**src/rtl/mips_pkg.sv**
```systemverilog
// mips_pkg: shared encodings for the MIPS-lite fetch front end.
//   npc_sel_e  : next-PC source select (SEQ / BRANCH / JUMP / JREG)
//   pc_state_e : fetch state machine (BOOT / RUN / FAULT)
//   PC_RESET_DEFAULT : PC loaded on reset, maps to instruction memory word 0
package mips_pkg;

  typedef enum logic [1:0] {
    NPC_SEQ    = 2'b00,
    NPC_BRANCH = 2'b01,
    NPC_JUMP   = 2'b10,
    NPC_JREG   = 2'b11
  } npc_sel_e;

  typedef enum logic [1:0] {
    BOOT  = 2'b00,
    RUN   = 2'b01,
    FAULT = 2'b10
  } pc_state_e;

  localparam logic [31:0] PC_RESET_DEFAULT = 32'h0000_3000;

endpackage

```
**src/rtl/npc.sv**
```systemverilog
// npc: purely combinational next-PC calculator.
//   pc         in  32  current PC
//   npc_sel    in   2  next-PC source (npc_sel_e)
//   br_taken   in   1  branch condition, only used for NPC_BRANCH
//   imm16      in  16  signed branch offset in words
//   target26   in  26  jump target field
//   reg_target in  32  rs value for jr (low bits passed through)
//   npc        out 32  computed next PC, modulo 2^32
module npc
  import mips_pkg::*;
(
  input  logic [31:0] pc,
  input  npc_sel_e    npc_sel,
  input  logic        br_taken,
  input  logic [15:0] imm16,
  input  logic [25:0] target26,
  input  logic [31:0] reg_target,
  output logic [31:0] npc
);

  logic [31:0] seq_pc;
  logic [31:0] br_off;

  assign seq_pc = pc + 32'd4;
  // Word offset sign-extended and scaled to bytes.
  assign br_off = {{14{imm16[15]}}, imm16, 2'b00};

  always_comb begin
    npc = seq_pc;
    case (npc_sel)
      NPC_SEQ:    npc = seq_pc;
      NPC_BRANCH: npc = br_taken ? (seq_pc + br_off) : seq_pc;
      NPC_JUMP:   npc = {seq_pc[31:28], target26, 2'b00};
      NPC_JREG:   npc = reg_target;
      default:    npc = seq_pc;
    endcase
  end

endmodule

```
**src/rtl/pc_unit.sv**
```systemverilog
// pc_unit: instruction-fetch front end for the single-cycle MIPS-lite datapath.
// Holds the PC, a BOOT bubble after reset, stall hold and a fetch counter.
//   clk, rst_n   clock; synchronous active-low reset
//   stall        hold PC and counter this cycle
//   npc_sel      next-PC source (00 SEQ, 01 BRANCH, 10 JUMP, 11 JREG)
//   br_taken, imm16, target26, reg_target : next-PC operands
//   pc, pc_plus4 current PC and jal link value
//   im_addr      instruction memory word address, pc[IM_AW+1:2]
//   fetch_valid  instruction memory output is a real instruction
//   fetch_count  instructions accepted since reset
//   fault        (only with PC_UNIT_RANGE_CHECK_EN) out-of-window or
//                misaligned next PC was refused; sticky until reset
module pc_unit
  import mips_pkg::*;
#(
  parameter logic [31:0] PC_RESET = PC_RESET_DEFAULT,
  parameter int unsigned IM_AW    = 8
) (
  input  logic             clk,
  input  logic             rst_n,
  input  logic             stall,
  input  logic [1:0]       npc_sel,
  input  logic             br_taken,
  input  logic [15:0]      imm16,
  input  logic [25:0]      target26,
  input  logic [31:0]      reg_target,
  output logic [31:0]      pc,
  output logic [31:0]      pc_plus4,
  output logic [IM_AW-1:0] im_addr,
  output logic             fetch_valid,
  output logic [31:0]      fetch_count
`ifdef PC_UNIT_RANGE_CHECK_EN
  ,
  output logic             fault
`endif
);

  pc_state_e   state;
  logic [31:0] npc_val;

  npc u_npc (
    .pc         (pc),
    .npc_sel    (npc_sel_e'(npc_sel)),
    .br_taken   (br_taken),
    .imm16      (imm16),
    .target26   (target26),
    .reg_target (reg_target),
    .npc        (npc_val)
  );

  assign pc_plus4 = pc + 32'd4;
  assign im_addr  = pc[IM_AW+1:2];

`ifdef PC_UNIT_RANGE_CHECK_EN
  // Compare in 33 bits so the window top cannot overflow.
  localparam logic [32:0] PC_LO = {1'b0, PC_RESET};
  localparam logic [32:0] PC_HI = PC_LO + (33'd4 << IM_AW);

  logic npc_bad;
  assign npc_bad = (npc_val[1:0] != 2'b00) ||
                   ({1'b0, npc_val} < PC_LO) ||
                   ({1'b0, npc_val} >= PC_HI);
`endif

  always_ff @(posedge clk) begin
    if (!rst_n) begin
      pc          <= PC_RESET;
      state       <= BOOT;
      fetch_count <= '0;
      fetch_valid <= 1'b0;
`ifdef PC_UNIT_RANGE_CHECK_EN
      fault       <= 1'b0;
`endif
    end else begin
      case (state)
        BOOT: begin
          state       <= RUN;
          fetch_valid <= 1'b1;
        end
        RUN: begin
          if (!stall) begin
`ifdef PC_UNIT_RANGE_CHECK_EN
            if (npc_bad) begin
              state       <= FAULT;
              fetch_valid <= 1'b0;
              fault       <= 1'b1;
            end else begin
              pc          <= npc_val;
              fetch_count <= fetch_count + 32'd1;
            end
`else
            pc          <= npc_val;
            fetch_count <= fetch_count + 32'd1;
`endif
          end
        end
        // FAULT: everything frozen until reset.
        default: ;
      endcase
    end
  end

endmodule

```
**config.mk**
```make
export PLATFORM = sky130hd
export DESIGN_NAME = pc_unit
export DESIGN_NICKNAME = d
export VERILOG_FILES = /design/src/rtl/mips_pkg.sv /design/src/rtl/npc.sv /design/src/rtl/pc_unit.sv
export SDC_FILE = /design/constraint.sdc
export NUM_CORES = 1
export LEC_CHECK = 0
export ABC_AREA = 1
export CORE_ASPECT_RATIO = 0.9
export CORE_MARGIN = 2
export CORE_UTILIZATION = 45
export CTS_CLUSTER_SIZE = 25
export DETAILED_ROUTE_END_ITERATION = 8
export DONT_BUFFER_PORTS = 1
export HOLD_SLACK_MARGIN = 0.06
export PLACE_DENSITY = 0.62
export SLEW_MARGIN = 15
export SYNTH_ARGS = -nofsm -noshare
export SYNTH_HDL_FRONTEND = slang
export SYNTH_SLANG_ARGS = --single-unit
```
**constraint.sdc**
```tcl
create_clock -name clk -period 5.34 [get_ports clk]
set_input_delay 0.534 -clock clk [delete_from_list [all_inputs] [get_ports clk]]
set_output_delay 0.534 -clock clk [all_outputs]
set_load 0.02 [all_outputs]
```
==> results of run 1 <==
-- power groups by stage --
stage / registers (mW) / logic [mW] / clock network (mW)
after floorplan: 0.551 / 0.308 / 0
after global placement: 0.568 / 0.396 / 0
after detailed placement: 0.568 / 0.396 / 0
after CTS: 0.557 / 0.399 / 0.596
after global routing: 0.561 / 0.453 / 0.617
final: 0.558 / 0.405 / 0.584
-- stage by stage --
stage | worst slack, ns | total power, mW | cells
final | 0.961 | 1.55 | 1274
after detailed placement | 1.13 | 0.964 | 1258
after global placement | 1.11 | 0.964 | 1258
after CTS | 1.10 | 1.55 | 1274
after floorplan | 2.14 | 0.859 | 1086
after global routing | 0.745 | 1.63 | 1274
-- worst max-delay path: stages, from the launching register on --
cell and delay [ns]:
dfxtp_1 0.67, inv_1 0.21, nor3_1 0.53, nand2_1 0.29
nor2_1 0.19, xor2_1 0.73, ha_1 0.43, a21oi_1 0.21
o21bai_1 0.11, a21oi_1 0.31, nor2_1 0.10, nor2_1 0.14
nand3_1 0.09, nand3_1 0.10, nand3b_1 0.08, nand2_1 0.06
inv_1 0.04
-- Yosys cell counts (all sizes together) --
| library cell | instances |
|---|---|
| clkbuf | 19 |
| nand4 | 28 |
| nand3 | 64 |
| nand2 | 304 |
| fa | 1 |
| a41oi | 1 |
| o22ai | 1 |
| nor3b | 5 |
| nor3 | 35 |
| and2 | 2 |
| o41ai | 2 |
| o21bai | 8 |
| a21o | 4 |
| a21oi | 72 |
| xnor2 | 8 |
| o221ai | 2 |
| a221oi | 3 |
| inv | 169 |
| o21ai | 33 |
| a211oi | 5 |
| nor4 | 9 |
| o211a | 1 |
| or2 | 6 |
| dfxtp | 65 |
| o31ai | 4 |
| buf | 13 |
| o21a | 1 |
| nand3b | 8 |
| o211ai | 8 |
| a21boi | 1 |
| and3 | 1 |
| xor2 | 23 |
| a31o | 1 |
| a22o | 15 |
| ha | 37 |
| nor2 | 127 |
-- layer usage --
| metal | wire length (µm) | share of wire |
|---|---|---|
| met3 | 2900 | 0.12 |
| met5 | 0 | 0 |
| met1 | 10600 | 0.45 |
| met4 | 391 | 0.017 |
| met2 | 9770 | 0.41 |
-- state kept, by name, summed over array words and instances (netlist names) --
register	cells
fetch_count	32
fetch_valid	1
pc	32
-- final timing paths --
| check | startpoint | endpoint | slack [ns] | cells past startpoint |
|---|---|---|---|---|
| setup reg to reg | pc[7] | pc[29] | 0.96 | 16 |
| hold reg to reg | fetch_count[11] | fetch_count[12] | 0.60 | 2 |
| hold / removal | rst_n | fetch_valid | 0.24 | 0 |
| setup / recovery | pc[7] | pc[29] | 0.96 | 16 |
-- logic make-up after synthesis --
group / share of synthesized area
AND/OR/NAND/NOR: 0.408
XOR/XNOR: 0.0419
flip-flops: 0.201
buffers and inverters: 0.123
AO/OA/AOI/OAI: 0.152
adder cells (fa/ha/maj): 0.0745
-- cell type report --
cell class	count	area, µm²	share of cell area
clock buffers	11	243	0.0350
clock inverters	5	55.1	0.00793
inverters	169	634	0.0914
multi-input cells	820	4390	0.632
flip-flops and latches	65	1300	0.187
well taps	193	241	0.0348
repair buffers	11	82.6	0.0119
==> impl_results.md, run 1 <==
- Outcome: complete, no violations
- Synth top area share: 0.201
- Post-DRT Antenna Nets: 0
- Comb pwr share: 0.261
- FP Rows: 41
- Tot GR Track Use: 0.306
- FILL cells: 1,563
- Clock Path Buffers: 2
- GR Overflow Total: 0
- Commonest cells after routing, fill and taps aside: nand2_1 (297), inv_1 (166), nor2_1 (112)
- Worst-margin pin slew: 1.30 ns
- Met2 Track Usage GR: 0.443
- P per Cell Area: 223 nW/µm²
- Dpl cell area: 6650 µm²
- #FFs+latches synth: 65
- Worst setup EP type: register
- Maximum VDD drop: 168 µV
- Hold-fix buffers at CTS: 0
- Hold WS: 0.237 ns
- ANT cells: 0
- CTS tree: done
- CTS HTree Levels: 3
- Max-cap violations: 0
- GR Layer Usage met1: 0.459
- Starting Density: 0.461
- Die area: 15,400 µm²
- Final Util: 0.494
- Largest net degree at the start of global routing: 45
- Design area: 6940 µm²
- M3 GR Usage: 0.0795
- Routed via count: around 7,000
- Global placer's final weighted congestion: about 1
- Worst endpoint data arrival time: around 4.6 ns
- Net Switching: 544 µW
- Clock slew at reported path FFs: roughly 0.060 ns
- Core Region: 14,100 µm²
- Final period util: 0.820
- Worst Skew: 0.00620 ns
- Root Driver: clkbuf_16
- Yosys cell types: 50
- Setup tns final: 0 ns
- DR pass1 iterations: 5
- Max Freq: 228 MHz
- Detailed Route Iter0 Violations: 773
- I/O Buffers: 0
- Leakage: 3.17 nW
- Nets: 1,194
- Synth Area per Inst: around 6.0 µm²
- CTS resizes: 0
- Register area share after synthesis: 0.201
- # Post-CTS Setup Buffers: 0
- P&R area growth vs syn: 7.16%
- Sequential power share: 0.361
- Syn nets: between 1,000 and 1,500
- CTS Sinks: 65
- Worst min path class: in2reg
- Fin. max-slew vios: 0
- Synth Cell Area: 6480 µm²
- Clk_lat worst skew: 0.32 ns
- CP Data Required Time: 5.56 ns
- RSZ-0062 raised after global routing: no
- Crit path time final: around 4.4 ns
- Routed len/inst: 18.6 µm
- # setup viols final: 0
- Max_slew headroom: 0.134
- Sw frac: 0.352
- Most Crowded Layer GR: met1
- Hpwl dp: 19,200 µm
- Crit path max fanout: 6
- First-pass GRT wire length: 36,300 µm
- Worst Setup Start Kind: register
- Die Ht: 118 µm
- I/O pins: 185
- Vias per Instance: 5.63
- Initial antenna violation count: 0
- Critical path class: reg2reg
- Drt drc: 0
- Main area contributors after synthesis: dfxtp_1 (20%), nand2_1 (17%), inv_1 (9.6%)
- Post-Syn Instances: 1,086
- Final Hold Vio Count: 0
- Horiz. Die Dim: 130 µm
- P_int: 1.00 mW
- Clock share of power: 0.378
- Vias in the first global route: about 6,400
- Final WL: approximately 24,000 µm
- Area leader, netlist: dfxtp_1
- Num CTS Buffers: 9
- Most common cell after layout, fill and taps aside: nand2_1
- Yosys warns: 0
- Layout cells sized above 1: 0.0638
No activity file was read; power rests on OpenSTA's default activity.
==> inputs of run 2 (changes only) <==
==> constraint.sdc (replaced) <==
create_clock -name clk -period 4.3 [get_ports clk]
set_input_delay 0.43 -clock clk [delete_from_list [all_inputs] [get_ports clk]]
set_output_delay 0.43 -clock clk [all_outputs]
set_load 0.02 [all_outputs]
==> impl_results.md, run 2 (synthesis results as in run 1) <==
- # setup viols final: 0
- Max-cap violations: 0
- Clock slew at reported path FFs: 0.06 ns
- CTS Sinks: between 60 and 70
- Maximum VDD drop: 174 µV
- I/O pins: between 150 and 200
- Routed len/inst: approximately 18 µm
- Tot GR Track Use: 0.308
- Clock Path Buffers: 2
- Setup tns final: 0 ns
- Crit-path cells: ha_1, nand2_1, nor2_1, nand2_1, xor2_1, inv_1, ha_1, nand2_1, nor2_1, nand4_1, nand3_1, buf_4, a21oi_1, o21ai_0, nand4_1, o211ai_1, inv_1
- Crit-path max cell delay: 0.40 ns
- Core Region: 14,100 µm²
- Hold-fix buffers at CTS: 0
- RSZ-0062 raised after global routing: no
- Worst path most repeated cell: nand2_1
- CP Data Required Time: 4.52 ns
- Nets: 1,218
- Worst Skew: 0.00683 ns
- Detailed Route Iter0 Violations: 649
- Vias in the first global route: 6,683
- Leakage: around 3.3 nW
- CP max stage cell: ha_1
- First-pass GRT wire length: 36,600 µm
- Crit path max fanout: 5
- Hold WS: 0.133 ns
- FILL cells: between 1,500 and 2,000
- Initial antenna violation count: 0
- FP Rows: 41
- Global placer's final weighted congestion: 1.06
- Num CTS Buffers: 9
- CTS tree: done
- Outcome: complete, no violations
- CTS HTree Levels: 3
- P&R area growth vs syn: 10.1%
- Worst Setup Start Kind: register
- Vias per Instance: 5.55
- Worst endpoint data arrival time: 4.17 ns
- Most common cell after layout, fill and taps aside: nand2_1
- Final WL: 23,800 µm
- Hpwl dp: between 15,000 and 20,000 µm
- P per Cell Area: roughly 280 nW/µm²
- Final period util: 0.918
- Fin. max-slew vios: 0
- Commonest cells after routing, fill and taps aside: nand2_1 (297), inv_1 (166), nor2_1 (112)
- Starting Density: 0.461
- Post-DRT Antenna Nets: 0
- Layout cells sized above 1: 0.0851
- Max_slew headroom: 0.266
- Clk_lat worst skew: 0.33 ns
- Critical path class: reg2reg
- ANT cells: 0
- Worst setup EP type: register
- GR Overflow Total: 0
- Horiz. Die Dim: 130 µm
- Max Freq: roughly 250 MHz
- # Post-CTS Setup Buffers: 0
- Crit path time final: 3.95 ns
- Worst min path class: in2reg
- Drt drc: 0
- I/O Buffers: 0
- Routed via count: approximately 7,000
- Die area: 15,400 µm²
- DR pass1 iterations: 5
- Final Hold Vio Count: 0
- Biggest regs: fetch_count x32, pc x32, fetch_valid x1
- Worst-margin pin slew: about 1.1 ns
- Die Ht: 118 µm
- Root Driver: clkbuf_16
- Largest net degree at the start of global routing: 45
[run 2: changes by cell type in the layout (fill, tap and decap cells not counted), sizes merged]
cell / before / now
buf: 11 / 35
clkinv: 2 / 0
clkinvlp: 2 / 3
[run 2: power by group]
group | total, mW | switching (mW) | internal, mW
sequential | 0.657 | 0.0336 | 0.624
combinational | 0.564 | 0.386 | 0.178
clock | 0.749 | 0.272 | 0.477
[run 2: per-layer routing]
| metal | up-vias | routed length, µm | track usage |
|---|---|---|---|
| met2 | 409 | 9620 | 0.441 |
| met4 | 0 | 436 | 0.0678 |
| met5 | - | 0 | 0 |
| li1 | 3550 | - | - |
| met3 | 33 | 3010 | 0.107 |
| met1 | 3208 | 10700 | 0.443 |
[run 2: layout make-up]
cell class                 instances  area, µm²  share of cell area
clock inverter                     4       52.6             0.00736
timing repair buffer              35        263              0.0368
tap                              193        241              0.0338
clock buffer                      11        253              0.0354
inverter                         169        634              0.0889
sequential                        65       1300               0.182
multi-input combinational        820       4390               0.615
[run 2: repair_timing]
action / 4_1_cts / 5_1_grt
gates resized for setup: 0 / 1
hold endpoints to repair: 0 / 0
setup endpoints to repair: 0 / 1
[run 2: worst paths after layout]
path / cells after the start / end / from / slack [ns]
worst max-delay path: 17 / pc[14] / pc[2] / 0.35
worst min-delay path: 0 / fetch_valid / rst_n / 0.13
worst max register to register: 17 / pc[14] / pc[2] / 0.35
worst min register to register: 2 / pc[5] / pc[5] / 0.54
[run 2: stage by stage]
step	setup WS [ns]	total power, mW	std cells	util	area (µm²)
2_1_floorplan	1.10	1.07	1086	-	6480
3_3_place_gp	0.540	1.22	1282	0.486	6830
3_5_place_dp	0.538	1.22	1282	0.486	6830
4_1_cts	0.528	1.97	1297	0.507	7130
5_1_grt	0.126	2.07	1297	0.508	7140
6_report	0.351	1.97	1297	0.508	7140
[run 2: critical path: cells and delay by family (launching register included)]
kind / cells / cell delay, ns
adder cells (fa/ha/maj): 2 / 0.65
buffers and inverters: 3 / 0.43
AO/OA/AOI/OAI: 3 / 0.30
flip-flops: 1 / 0.34
XOR/XNOR: 1 / 0.35
AND/OR/NAND/NOR: 8 / 1.75
==> inputs of run 3 (changes only) <==
--- a/config.mk
+++ b/config.mk
@@ -12,9 +12,9 @@
 export CTS_CLUSTER_SIZE = 25
 export DETAILED_ROUTE_END_ITERATION = 8
 export DONT_BUFFER_PORTS = 1
+export GPL_ROUTABILITY_DRIVEN = 0
 export HOLD_SLACK_MARGIN = 0.06
 export PLACE_DENSITY = 0.62
-export SLEW_MARGIN = 15
 export SYNTH_ARGS = -nofsm -noshare
 export SYNTH_HDL_FRONTEND = slang
 export SYNTH_SLANG_ARGS = --single-unit
==> impl_results.md, run 3 (synthesis results as in run 1) <==
- Outcome: complete, no violations
- Hold-fix buffers at CTS: 0
- Routed len/inst: 18.1 µm
- Final period util: 0.906
- First-pass GRT wire length: 35,200 µm
- Place WS: 0.542 ns
- Starting Density: 0.461
- CTS Sinks: 65
- # Post-CTS Setup Buffers: 0
- Initial antenna violation count: 0
- Commonest cells after routing, fill and taps aside: nand2_1 (297), inv_1 (166), nor2_1 (112)
- Worst min path class: in2reg
- Vias in the first global route: approximately 6,300
- Fin. max-slew vios: 0
- Tot GR Track Use: 0.298
- Nets: 1,211
- P per Cell Area: 285 nW/µm²
- Worst setup EP type: register
- Crit path time final: 3.90 ns
- Worst Setup Start Kind: register
- Num CTS Buffers: 9
- Core Region: ~14,000 µm²
- CP Data Required Time: 4.53 ns
- P&R area growth vs syn: 9.65%
- Critical path class: reg2reg
- Most common cell after layout, fill and taps aside: nand2_1
- GR Overflow Total: 0
- Setup WS post-layout: 0.403 ns
- Largest net degree at the start of global routing: 45
- ANT cells: 0
- Max-cap violations: 0
- Die area: 15,400 µm²
- Final WL: 23,300 µm
- Clk_lat worst skew: ~0.33 ns
- I/O pins: between 150 and 200
- Die Ht: roughly 120 µm
- Routed via count: 7,190
- Layout cells sized above 1: 0.0783
- FP Rows: 41
- Horiz. Die Dim: between 100 and 150 µm
- FILL cells: 1,542
- Worst endpoint data arrival time: 4.13 ns
- Clock Path Buffers: 2
- Leakage: 3.27 nW
- Drt drc: 0
- Setup tns final: 0 ns
- Max Freq: 257 MHz
- Post-DRT Antenna Nets: 0
- Max_slew headroom: 0.280
- CTS resizes: 0
- Biggest regs: fetch_count x32, pc x32, fetch_valid x1
- Detailed Route Iter0 Violations: 704
- I/O Buffers: 0
- # setup viols final: 0
- Worst Skew: 0.00604 ns
- Hpwl dp: approximately 19,000 µm
- RSZ-0062 raised after global routing: no
- CTS tree: done
- DR pass1 iterations: 8
- Crit path max fanout: 7
- Final Hold Vio Count: 0
- Clock slew at reported path FFs: roughly 0.06 ns
- Root Driver: clkbuf_16
- Maximum VDD drop: 244 µV
- CTS HTree Levels: 3
- Worst-margin pin slew: 1.08 ns
- Vias per Instance: 5.57
## run 3: cell count changes in the layout (fill, tap and decap cells not counted)
cell | before | now
clkinvlp_4 | 3 | 2
clkbuf_1 | 0 | 1
bufinv_16 | 1 | 2
nor3_1 | 29 | 30
nor3_2 | 5 | 4
buf_4 | 35 | 28
## run 3: final timing paths
kind	startpoint	to	slack [ns]	cells past startpoint
max reg2reg	pc[15]	pc[30]	0.40	18
min	rst_n	fetch_valid	0.12	0
max	pc[15]	pc[30]	0.40	18
min reg2reg	fetch_count[2]	fetch_count[2]	0.59	2
## run 3: area by class of cell
class	instances	area, µm²	area share
multi-input combinational	820	4390	0.617
clock buffer	12	256	0.0361
timing repair buffer	28	210	0.0296
sequential	65	1300	0.183
tap	193	241	0.0340
inverter	169	634	0.0893
clock inverter	4	75.1	0.0106
## run 3: worst max-delay path, cell delays in order, from the launching register on
cell and delay, ns:
dfxtp_1 0.59, nand2_1 0.17, nor3_1 0.26, nand2_1 0.17, nor4_1 0.35, nand3_1 0.15
and2_1 0.30, ha_1 0.45, nand2_1 0.12, nor2_1 0.15, inv_1 0.09, nor4_1 0.36
nand3_1 0.20, nand2_1 0.11, nand2_1 0.05, nand3_1 0.06, nand4_1 0.09, nand2_1 0.09
inv_1 0.03
## run 3: stage by stage
step	area (µm²)	hold slack [ns]	instances	total power, mW	utilization
2_1_floorplan	6480	0.520	1086	1.07	-
3_3_place_gp	6770	0.460	1275	1.21	0.482
3_5_place_dp	6770	0.459	1275	1.21	0.482
4_1_cts	7110	0.105	1291	2.03	0.506
5_1_grt	7110	0.110	1291	2.13	0.506
6_report	7110	0.123	1291	2.02	0.506
## run 3: where the power goes
part / total, mW / internal, mW / switching (mW) / leakage (nW)
Clock: 0.816 / 0.539 / 0.276 / 0.155
Sequential: 0.671 / 0.624 / 0.0469 / 0.530
Combinational: 0.538 / 0.172 / 0.366 / 2.59
## run 3: metal layers
metal | up-vias | track usage | routed length [µm]
li1 | 3557 | - | -
met3 | 32 | 0.0805 | 2660
met4 | 0 | 0.0625 | 364
met2 | 370 | 0.428 | 9580
met5 | - | 0 | 0
met1 | 3231 | 0.444 | 10700
